$ cat src/rtl/cpu_pkg.sv
// Shared definitions for the CPU pipeline.
//   mem_state_t   : MEM-stage bus sequencer states
//   MEM_SIZE_*    : encoding of the MemSize control bit
//   REG_ADDR_W    : register-file address width
package cpu_pkg;

    typedef enum logic [1:0] {
        IDLE   = 2'd0,
        ACCESS = 2'd1,
        DONE   = 2'd2
    } mem_state_t;

    localparam logic MEM_SIZE_WORD = 1'b0;
    localparam logic MEM_SIZE_BYTE = 1'b1;

    localparam int unsigned REG_ADDR_W = 5;

endpackage

$ cat src/rtl/mem_align.sv
// Combinational byte-lane steering for the MEM stage.
// Ports:
//   size_i        : access size (MEM_SIZE_WORD / MEM_SIZE_BYTE)
//   lane_i        : byte offset within the bus word (addr[1:0])
//   store_data_i  : store value from the pipeline
//   rdata_i       : word returned by the bus
//   sel_o         : Wishbone byte enables
//   wdata_o       : Wishbone write data (byte replicated on every lane)
//   load_data_o   : load result (word, or sign-extended byte)
module mem_align
    import cpu_pkg::*;
#(
    parameter  int DATA_WIDTH = 32,
    localparam int BYTES      = DATA_WIDTH / 8,
    localparam int LANE_W     = $clog2(BYTES)
) (
    input  logic                  size_i,
    input  logic [LANE_W-1:0]     lane_i,
    input  logic [DATA_WIDTH-1:0] store_data_i,
    input  logic [DATA_WIDTH-1:0] rdata_i,
    output logic [BYTES-1:0]      sel_o,
    output logic [DATA_WIDTH-1:0] wdata_o,
    output logic [DATA_WIDTH-1:0] load_data_o
);

    logic [7:0] rd_byte;

    always_comb begin
        rd_byte     = rdata_i[{lane_i, 3'b000} +: 8];
        sel_o       = '1;
        wdata_o     = store_data_i;
        load_data_o = rdata_i;
        if (size_i == MEM_SIZE_BYTE) begin
            sel_o       = BYTES'(1) << lane_i;
            wdata_o     = {BYTES{store_data_i[7:0]}};
            load_data_o = {{(DATA_WIDTH-8){rd_byte[7]}}, rd_byte};
        end
    end

endmodule

$ cat src/rtl/mem_access_stage.sv
// Pipeline MEM stage plus MEM/WB register.
// Runs loads/stores over a Wishbone master port, requests a pipeline stall
// while a bus cycle is outstanding, and registers write-back data, rd and
// RegWrite for the WB stage.
// Ports:
//   clk, reset (async, active-low)
//   in_*            : EX/MEM register contents
//   stall_o         : hold PC, IF/ID, ID/EX and EX/MEM
//   wb_*            : Wishbone master (cyc, stb, we, adr, dat, sel / dat_i, ack_i)
//   memwb_*         : MEM/WB register outputs
module mem_access_stage
    import cpu_pkg::*;
#(
    parameter int ADDR_WIDTH = 32,
    parameter int DATA_WIDTH = 32
) (
    input  logic                    clk,
    input  logic                    reset,
    input  logic                    in_valid,
    input  logic [ADDR_WIDTH-1:0]   in_alu_result,
    input  logic [DATA_WIDTH-1:0]   in_store_data,
    input  logic [REG_ADDR_W-1:0]   in_rd,
    input  logic                    in_MemRead,
    input  logic                    in_MemWrite,
    input  logic                    in_MemtoReg,
    input  logic                    in_RegWrite,
    input  logic                    in_MemSize,
    output logic                    stall_o,
    output logic                    wb_cyc_o,
    output logic                    wb_stb_o,
    output logic                    wb_we_o,
    output logic [ADDR_WIDTH-1:0]   wb_adr_o,
    output logic [DATA_WIDTH-1:0]   wb_dat_o,
    output logic [DATA_WIDTH/8-1:0] wb_sel_o,
    input  logic [DATA_WIDTH-1:0]   wb_dat_i,
    input  logic                    wb_ack_i,
    output logic                    memwb_valid,
    output logic                    memwb_RegWrite,
    output logic [REG_ADDR_W-1:0]   memwb_rd,
    output logic [DATA_WIDTH-1:0]   memwb_wdata
);

    localparam int BYTES  = DATA_WIDTH / 8;
    localparam int LANE_W = $clog2(BYTES);

    mem_state_t              state_q;
    logic                    cyc_q;
    logic                    we_q;
    logic [ADDR_WIDTH-1:0]   adr_q;
    logic [DATA_WIDTH-1:0]   dat_q;
    logic [BYTES-1:0]        sel_q;
    logic [DATA_WIDTH-1:0]   rdata_q;

    logic                    memwb_valid_q;
    logic                    memwb_rw_q;
    logic [REG_ADDR_W-1:0]   memwb_rd_q;
    logic [DATA_WIDTH-1:0]   memwb_wdata_q;
    logic [DATA_WIDTH-1:0]   memwb_wdata_d;

    logic                    mem_op;
    logic                    is_write;
    logic [BYTES-1:0]        align_sel;
    logic [DATA_WIDTH-1:0]   align_wdata;
    logic [DATA_WIDTH-1:0]   load_data;

    assign mem_op   = in_valid & (in_MemRead | in_MemWrite);
    // MemRead wins when both control bits are set.
    assign is_write = in_MemWrite & ~in_MemRead;

    // Combinational so the pipeline is held in the IDLE cycle that launches
    // the access; released in DONE so EX/MEM advances on the DONE edge.
    assign stall_o  = mem_op & (state_q != DONE);

    mem_align #(
        .DATA_WIDTH (DATA_WIDTH)
    ) u_align (
        .size_i       (in_MemSize),
        .lane_i       (in_alu_result[LANE_W-1:0]),
        .store_data_i (in_store_data),
        .rdata_i      (rdata_q),
        .sel_o        (align_sel),
        .wdata_o      (align_wdata),
        .load_data_o  (load_data)
    );

    // Bus sequencer with registered Wishbone outputs.
    always_ff @(posedge clk or negedge reset) begin
        if (!reset) begin
            state_q <= IDLE;
            cyc_q   <= 1'b0;
            we_q    <= 1'b0;
            adr_q   <= '0;
            dat_q   <= '0;
            sel_q   <= '0;
            rdata_q <= '0;
        end else begin
            case (state_q)
                IDLE: begin
                    if (mem_op) begin
                        cyc_q   <= 1'b1;
                        we_q    <= is_write;
                        adr_q   <= {in_alu_result[ADDR_WIDTH-1:2], 2'b00};
                        dat_q   <= align_wdata;
                        sel_q   <= align_sel;
                        state_q <= ACCESS;
                    end
                end
                ACCESS: begin
                    if (wb_ack_i) begin
                        if (!we_q) begin
                            rdata_q <= wb_dat_i;
                        end
                        cyc_q   <= 1'b0;
                        we_q    <= 1'b0;
                        state_q <= DONE;
                    end
                end
                DONE: begin
                    state_q <= IDLE;
                end
                default: begin
                    state_q <= IDLE;
                end
            endcase
        end
    end

    assign memwb_wdata_d = in_MemtoReg ? load_data : DATA_WIDTH'(in_alu_result);

    // MEM/WB register: loads whenever the stage is not stalling; stalled
    // cycles emit a bubble so a write-back is never repeated.
    always_ff @(posedge clk or negedge reset) begin
        if (!reset) begin
            memwb_valid_q <= 1'b0;
            memwb_rw_q    <= 1'b0;
            memwb_rd_q    <= '0;
            memwb_wdata_q <= '0;
        end else if (!stall_o) begin
            memwb_valid_q <= in_valid;
            memwb_rw_q    <= in_valid & in_RegWrite;
            memwb_rd_q    <= in_rd;
            memwb_wdata_q <= memwb_wdata_d;
        end else begin
            memwb_valid_q <= 1'b0;
            memwb_rw_q    <= 1'b0;
        end
    end

    assign wb_cyc_o       = cyc_q;
    assign wb_stb_o       = cyc_q;
    assign wb_we_o        = we_q;
    assign wb_adr_o       = adr_q;
    assign wb_dat_o       = dat_q;
    assign wb_sel_o       = sel_q;

    assign memwb_valid    = memwb_valid_q;
    assign memwb_RegWrite = memwb_rw_q;
    assign memwb_rd       = memwb_rd_q;
    assign memwb_wdata    = memwb_wdata_q;

endmodule

$ cat config.mk
export PLATFORM = sky130hd
export DESIGN_NAME = mem_access_stage
export DESIGN_NICKNAME = d
export VERILOG_FILES = /design/src/rtl/cpu_pkg.sv /design/src/rtl/mem_align.sv /design/src/rtl/mem_access_stage.sv
export SDC_FILE = /design/constraint.sdc
export NUM_CORES = 1
export LEC_CHECK = 0
export ABC_AREA = 1
export BUFFER_PORTS_ARGS = -buffer_cell sky130_fd_sc_hd__buf_2
export CAP_MARGIN = 20
export CORE_MARGIN = 3
export CORE_UTILIZATION = 54
export CTS_CLUSTER_DIAMETER = 50
export DETAILED_ROUTE_END_ITERATION = 12
export HOLD_SLACK_MARGIN = 0.05
export PLACE_DENSITY = 0.88
export SYNTH_ARGS = -nofsm -noshare
export SYNTH_HDL_FRONTEND = slang
export SYNTH_SLANG_ARGS = --single-unit
$ cat constraint.sdc
create_clock -name clk -period 2.07 [get_ports clk]
set_input_delay 0.621 -clock clk [delete_from_list [all_inputs] [get_ports clk]]
set_output_delay 0.621 -clock clk [all_outputs]
set_load 0.01 [all_outputs]
Yosys cells after proc, flatten, opt, wreduce, memory -nomap -nowiden
Cells that the tools add are included.

Input bits: 110. Word-level logic and storage cells: 44. Register bits: 141.

Reduce and logical (&&, ||, !) cells: 6. Bitwise logic cells: 7. Mux-type cells: 14. Eq/ne operators: 4. Shifts and indexed selects: 2.

Operators with widths (count): two-way mux 32 bit (3); indexed part select 32 x 6 -> 8 bit (1); != test 2 bit (second input constant) (3); AND reduction 3 bit (2); two-way mux 1 bit (5); AND 1 bit (4); two-way mux 2 bit (2); two-way mux 4 bit (1); one-hot mux 1 bit (2 select lines) (2); one-hot mux 2 bit (2 select lines) (1); AND reduction 2 bit (2); left shift 1 x 2 -> 4 bit (first input constant) (1); == test 2 x 1 -> 1 bit (second input constant) (1); zero test 2 bit (1); NOT 1 bit (2); nonzero test 2 bit (1); OR 1 bit (1).

Longest topological paths before layout
Gate-level depths: netlist of the first run.

Depth in word-level cells: 4. Gate-level depth with buffers: 10. Mapped depth without buffers: 9.

By module
A second synthesis of the first run with hierarchy kept.

Cells, all modules: 921. Area, all modules: 6847.8 um^2.

By module, submodules not included: mem_access_stage (instances 1, seq. area each 3528.4 um^2, area an instance 6032.0 um^2, cells each 728); mem_align (instances 1, seq. area each 0.0 um^2, area an instance 815.8 um^2, cells each 193).

Worst setup path before layout of the first run
Ideal clock, no wire load.

Path type: input to output. Start: input in_MemWrite. End: output stall_o. Buffers on the path: 1. Slack: 0.367 ns. Stages: 5. Arrival: 1.082 ns. Cell sequence: nor2_2 nor2_4 o21ai_2 inv_1 buf_2.

Longest elaborated chain between the ends: 3.

RTL lines: start: declaration (line mem_access_stage.sv:24) `input logic in_MemWrite,`; OR 1 bit (line mem_access_stage.sv:66) `assign mem_op = in_valid & (in_MemRead | in_MemWrite);`; AND 1 bit (line mem_access_stage.sv:66); AND 1 bit (line mem_access_stage.sv:72) `assign stall_o = mem_op & (state_q != DONE);`; end: declaration (line mem_access_stage.sv:28) `output logic stall_o,`.

No other way between the ends.

Worst setup path after layout of the first run
Ends and elaborated chain as after synthesis.

==> flow_metrics.py, run 1 <==
metrics = {
    "cts": {
        "cts.path.max_buffers": 2,
        "numCtsBuffers": 17,
        "cts.sinks": 141,
        "hold_buffers": 0,
        "cts.repair.resized": 0,
        "root_buffer": "clkbuf_16",
        "tritoncts": "yes",
        "cts_htree_levels": 4,
        "cts_setup_buffers": 0,
        "clkTransAtPathRegs_ps": 60,
        "clock_latency_ps": 410,
    },
    "floorplanning": {
        "die_h_um": 115,
        "row_count": 39,
        "start_util_pct": 55.8,
        "die_x_um": 115,
        "die_area_um2": 13200,
        "io-pin-count": 221,
        "core_um2": 11500,
    },
    "timing": {
        "holdWs_ps": 124,
        "setup_viol": 0,
        "maxSlewViolCount": 0,
        "skew_ps": 8.60,
        "fmax_mhz": 554,
        "fin_setup_tns_ps": 0,
        "slew_headroom_pct": 33.6,
        "period_share_pct": 87.2,
        "finalHoldViolations": 0,
        "fin_crit_ps": 1800,
        "tightest_slew_ps": 994,
        "rsz0062_at_grt": "false",
        "worst_slack_ps": 265,
    },
    "cells_and_area": {
        "fin_util_pct": 71.1,
        "nets": 1065,
        "syn2layout_area_growth_pct": 27.3,
        "drive_gt1_share_pct": 31.5,
        "seq_area_um2": 3530,
        "fill_cells": 922,
        "multi_input_area_um2": 2440,
    },
    "drt": {
        "wl_per_cell_um": 16.4,
        "first_iter_violations": 649,
        "route.detailed.drc": 0,
        "wirelength_mm": 18.3,
        "final_antenna_net_count": 0,
        "drt-pass1-iter-count": 6,
        "vias": 5863,
        "via_per_inst": 5.27,
    },
    "pwr": {
        "power.density_nw_per_um2": 1260,
        "leakage_nw": 4.48,
        "irDropWorstVdd_uv": 630,
        "p_total_mw": 10.3,
    },
    "worst_setup_path": {
        "required_ps": 1450,
        "crit_type": "input port to output pin",
        "worstPathMaxFanout": 3,
        "critPathCapture": "stall_o",
        "arrival_ps": 1180,
        "worstRegToRegCells": 6,
        "r2r-start": "state_q[1]$_DFFE_PN0P_",
        "crit_start": "in_MemWrite",
        "ff2ff_setup_slack_ps": 660,
        "end_kind": "output pin",
        "startpoint_type": "input port",
        "regToRegEndpoint": "wb_dat_o[23]$_DFFE_PN0P_",
    },
    "place": {
        "place_congestion": 0.834,
        "hpwl_mm": 13.0,
        "port_buffers": 218,
        "dp_slack_ps": 148,
    },
    "synthesis": {
        "synth_common_cells": "nand2_1, dfrtp_1, nand3_1",
        "synth-edff-count": 0,
        "yosys.cell_types.count": 22,
        "syn_area_um2": 6430,
        "yosysWarnings": 0,
        "synth_top_cell_area_share_pct": 54.9,
        "synth_top_cell_by_area": "dfrtp_1",
        "synth_ff_type": "dfrtp_1",
        "yosys-top-cells-area": "dfrtp_1, nand2_1, mux2_2",
        "yosysMostFrequentCell": "nand2_1",
        "netlist_instances": 745,
        "synth_seq_area_share_pct": 54.9,
        "ys_ff_latch": 141,
        "async_flop_share_pct": 100,
        "avgSynthCellArea_um2": 8.63,
    },
    "global_routing": {
        "grt_pass1_vias": 5638,
        "grt_max_degree": 70,
        "grt.overflow.total": 0,
        "grt_pass1_wl_mm": 28.2,
        "grt_usage_pct": 27.7,
        "antenna_found_initial": 1,
    },
    "flow_run": {
        "max_cap_violations": 0,
    },
    "hold_path": {
        "hold_class": "input port to async pin",
    },
    "run_status": {
        "status": "finished clean",
    },
}
-- cell type report --
class | count | area share [%]
antenna | 2 | 0.0612
clock buffer | 19 | 5.29
clock inverter | 13 | 2.02
inverter | 45 | 2.06
multi-input combinational | 516 | 29.8
sequential | 141 | 43.1
tap | 143 | 2.19
timing repair buffer | 234 | 15.5
-- sequential cells by signal, summed over array words and instances, names as in the netlist --
| register | count |
|---|---|
| state_q | 2 |
| memwb_rd | 5 |
| memwb_valid | 1 |
| wb_we_o | 1 |
| wb_cyc_o | 1 |
| memwb_wdata | 32 |
| wb_dat_o | 32 |
| wb_adr_o | 30 |
| wb_sel_o | 4 |
| memwb_RegWrite | 1 |
| rdata_q | 32 |
-- layer usage --
layer / part of all wire (%) / vias to the layer above / wire length [um] / GRT usage, %
met5: 0 / - / 0 / 0
met4: 2.9 / 0 / 539 / 11.0
met3: 8.3 / 45 / 1520 / 7.47
met2: 48 / 266 / 8860 / 45.2
met1: 40 / 2779 / 7360 / 35.2
li1: - / 2773 / - / -
-- worst min path at each step --
stage                     slack (ps)               startpoint  cells after the start                       end
final                            120                    reset                      1   memwb_rd[3]$_DFFE_PN0N_
after global routing             150                    reset                      1       wb_we_o$_DFFE_PN0P_
after CTS                        130                    reset                      1       wb_we_o$_DFFE_PN0P_
after detailed placement         450  memwb_rd[0]$_DFFE_PN0N_                      2   memwb_rd[0]$_DFFE_PN0N_
after global placement           450  memwb_rd[2]$_DFFE_PN0N_                      2   memwb_rd[2]$_DFFE_PN0N_
after floorplan                  330                    reset                      0  memwb_RegWrite$_DFF_PN0_
-- logic make-up (layout without fill, tap and decap cells) --
logic type,count (synthesis),after routing,share of synthesized area (%)
AND/OR/NAND/NOR,387,387,23.8
flip-flops,141,141,54.9
AO/OA/AOI/OAI,95,95,8.39
buffers and inverters,89,311,7.28
multiplexers,32,32,5.61
other,1,4,0.0584
-- cell usage in the layout (no fill, tap or decap) --
cell / count
a21oi_1: 33
buf_12: 4
buf_2: 217
buf_4: 12
buf_6: 1
bufinv_16: 3
clkbuf_1: 2
clkbuf_16: 17
clkinv_2: 2
clkinv_4: 1
clkinvlp_4: 4
conb_1: 2
dfrtp_1: 141
diode_2: 2
inv_1: 37
inv_2: 8
inv_6: 3
mux2_1: 7
mux2_2: 25
nand2_1: 334
nand2_2: 3
nand2_4: 1
nand3_1: 39
nor2_1: 7
nor2_2: 2
nor2_4: 1
o21a_1: 24
o21ai_0: 29
o21ai_1: 8
o21ai_2: 1
-- through the flow --
step                instances  instance area (um^2)
floorplan                 746                  6430
global placement         1079                  7580
detailed placement       1079                  7580
CTS                      1111                  8180
global route             1112                  8180
finish                   1113                  8180
-- worst max-delay path, stage by stage --
cell and delay, ps:
buf_2 110, nor2_2 140, nor2_4 60, o21ai_2 60, inv_1 70, buf_2 140
-- power by group --
part / internal (mW) / leakage, nW / switching (mW)
combinational: 1.26 / 2.52 / 1.59
sequential: 3.70 / 1.68 / 0.625
clock: 1.90 / 0.280 / 1.21
total: 6.86 / 4.48 / 3.42
Power figures use the tool's default switching activity.
==> inputs of run 2 (changes only) <==
--- a/config.mk
+++ b/config.mk
@@ -9,11 +9,11 @@
 export BUFFER_PORTS_ARGS = -buffer_cell sky130_fd_sc_hd__buf_2
 export CAP_MARGIN = 20
 export CORE_MARGIN = 3
-export CORE_UTILIZATION = 54
+export CORE_UTILIZATION = 50
 export CTS_CLUSTER_DIAMETER = 50
 export DETAILED_ROUTE_END_ITERATION = 12
 export HOLD_SLACK_MARGIN = 0.05
-export PLACE_DENSITY = 0.88
+export PLACE_DENSITY = 0.83
 export SYNTH_ARGS = -nofsm -noshare
 export SYNTH_HDL_FRONTEND = slang
 export SYNTH_SLANG_ARGS = --single-unit
==> constraint.sdc (replaced) <==
create_clock -name clk -period 1.8 [get_ports clk]
set_input_delay 0.54 -clock clk [delete_from_list [all_inputs] [get_ports clk]]
set_output_delay 0.54 -clock clk [all_outputs]
set_load 0.01 [all_outputs]
==> run 2 against run 1 <==
- wire length grew 1.7%
- final area grew 1.8%
- utilization shrank 3.1 points
- clock skew shrank 1.2 ps
- sequential power grew 15%
- count of clock-buffer cells in the layout is the same
- power grew 18%
- final cell count grew 2.4%
- register-to-register slack lost 330 ps
- largest power group unchanged
- highest routed layer unchanged
==> flow_metrics.py, run 2 (synthesized netlist as in run 1, its figures left out) <==
metrics = {
    "run_status": {
        "status": "finished clean",
    },
    "hold_path": {
        "hold_class": "input port to flop",
    },
    "drt": {
        "vias": 5856,
        "wirelength_mm": 18.6,
        "wl_per_cell_um": 16.3,
        "route.detailed.drc": 0,
        "via_per_inst": 5.14,
        "first_iter_violations": 467,
        "drt-pass1-iter-count": 5,
        "final_antenna_net_count": 0,
    },
    "cells_and_area": {
        "nets": 1070,
        "drive_gt1_share_pct": 31.8,
        "syn2layout_area_growth_pct": 29.6,
        "fill_cells": 976,
        "final_common_cell": "nand2_1",
        "layout_common_cells": "nand2_1, buf_2, dfrtp_1",
    },
    "timing": {
        "fmax_mhz": 574,
        "skew_ps": 7.45,
        "fin_crit_ps": 1740,
        "period_share_pct": 96.8,
        "holdWs_ps": 333,
        "maxSlewViolCount": 0,
        "finalHoldViolations": 0,
        "setup_viol": 0,
        "worst_slack_ps": 58.1,
        "rsz0062_at_grt": "false",
        "fin_setup_tns_ps": 0,
    },
    "place": {
        "hpwl_mm": 13.3,
        "port_buffers": 218,
        "place_congestion": 0.813,
        "dp_slack_ps": 119,
    },
    "global_routing": {
        "antenna_found_initial": 0,
        "grt_pass1_vias": 5698,
        "grt.overflow.total": 0,
        "grt_max_degree": 66,
        "grt_pass1_wl_mm": 29.5,
        "grt_usage_pct": 26.2,
    },
    "cts": {
        "numCtsBuffers": 17,
        "cts.sinks": 141,
        "cts.path.max_buffers": 2,
        "tritoncts": "yes",
        "cts_setup_buffers": 0,
        "clock_latency_ps": 410,
        "clkTransAtPathRegs_ps": 60,
        "cts_htree_levels": 4,
        "root_buffer": "clkbuf_16",
    },
    "worst_setup_path": {
        "end_kind": "output pin",
        "ff2ff_setup_slack_ps": 330,
        "startpoint_type": "flop",
        "regToRegEndpoint": "rdata_q[24]$_DFFE_PN0P_",
        "crit_type": "flop to output pin",
        "critPathCapture": "stall_o",
        "arrival_ps": 1200,
        "worstPathMaxFanout": 3,
        "required_ps": 1260,
        "worstRegToRegCells": 5,
        "r2r-start": "state_q[0]$_DFFE_PN0P_",
        "crit_start": "state_q[1]$_DFFE_PN0P_",
    },
    "floorplanning": {
        "start_util_pct": 52.4,
        "die_x_um": 119,
        "die_area_um2": 14200,
        "core_um2": 12300,
        "row_count": 40,
        "io-pin-count": 221,
        "die_h_um": 119,
    },
    "pwr": {
        "irDropWorstVdd_uv": 725,
        "leakage_nw": 4.54,
        "power.density_nw_per_um2": 1460,
    },
    "flow_run": {
        "max_cap_violations": 0,
    },
}
## run 2: cell types whose count changed in the layout (fill, tap and decap cells not counted), sizes merged
| cell | change |
|---|---|
| clkinvlp | -1 |
| diode | -1 |
| inv | -3 |
| dlygate4sd3 | +1 |
| bufinv | +2 |
| buf | +4 |
## run 2: what timing repair did
item | 4_1_cts | 5_1_grt
setup endpoints to repair | 0 | 1
endpoints found under the hold margin | 30 | 0
hold buffers | 1 | 0
resized for setup | 0 | 1
## run 2: stage by stage
| step | instances | util (%) | area (um^2) | power, mW |
|---|---|---|---|---|
| after global placement | 1108 | 62.5 | 7670 | 8.19 |
| final | 1140 | 67.9 | 8330 | 12.1 |
| after detailed placement | 1108 | 62.5 | 7670 | 8.32 |
| after CTS | 1139 | 67.9 | 8320 | 12.2 |
| after floorplan | 746 | - | 6430 | 6.83 |
| after global routing | 1139 | 67.9 | 8330 | 12.8 |
## run 2: layout make-up
cell class              instances  area (um^2)  area share [%]
clock buffers                  19          453            5.44
diodes                          1         2.50          0.0300
repair buffers                239         1330            16.0
multi-input cells             516         2440            29.3
flip-flops and latches        141         3530            42.4
well taps                     168          210            2.52
clock inverters                11          191            2.30
inverters                      45          169            2.03
## run 2: worst min-delay path by stage
| stage | from | endpoint | slack [ps] | cells after the start |
|---|---|---|---|---|
| floorplan | reset | memwb_RegWrite$_DFF_PN0_ | 240 | 0 |
| global placement | memwb_rd[1]$_DFFE_PN0N_ | memwb_rd[1]$_DFFE_PN0N_ | 450 | 2 |
| detailed placement | reset | memwb_rd[4]$_DFFE_PN0N_ | 460 | 1 |
| CTS | in_RegWrite | memwb_RegWrite$_DFF_PN0_ | 320 | 3 |
| global route | wb_dat_i[4] | rdata_q[4]$_DFFE_PN0P_ | 340 | 2 |
| finish | in_RegWrite | memwb_RegWrite$_DFF_PN0_ | 330 | 3 |
## run 2: layer usage
layer  share of wire [%]  track usage [%]  up-vias
li1                    -                -     2777
met1                  40             32.8     2792
met2                  50             44.9      260
met3                 8.3             6.51       27
met4                 1.9             7.73        0
met5                   0                0        -
## run 2: critical path, stage by stage, from the launching register on
cell and delay (ps):
dfrtp_1 360, inv_2 60, o21ai_4 170, inv_1 70
buf_2 140
## run 2: power breakdown
part / switching [mW] / internal (mW)
clock: 1.32 / 2.51
combinational: 1.84 / 1.46
sequential: 0.731 / 4.26
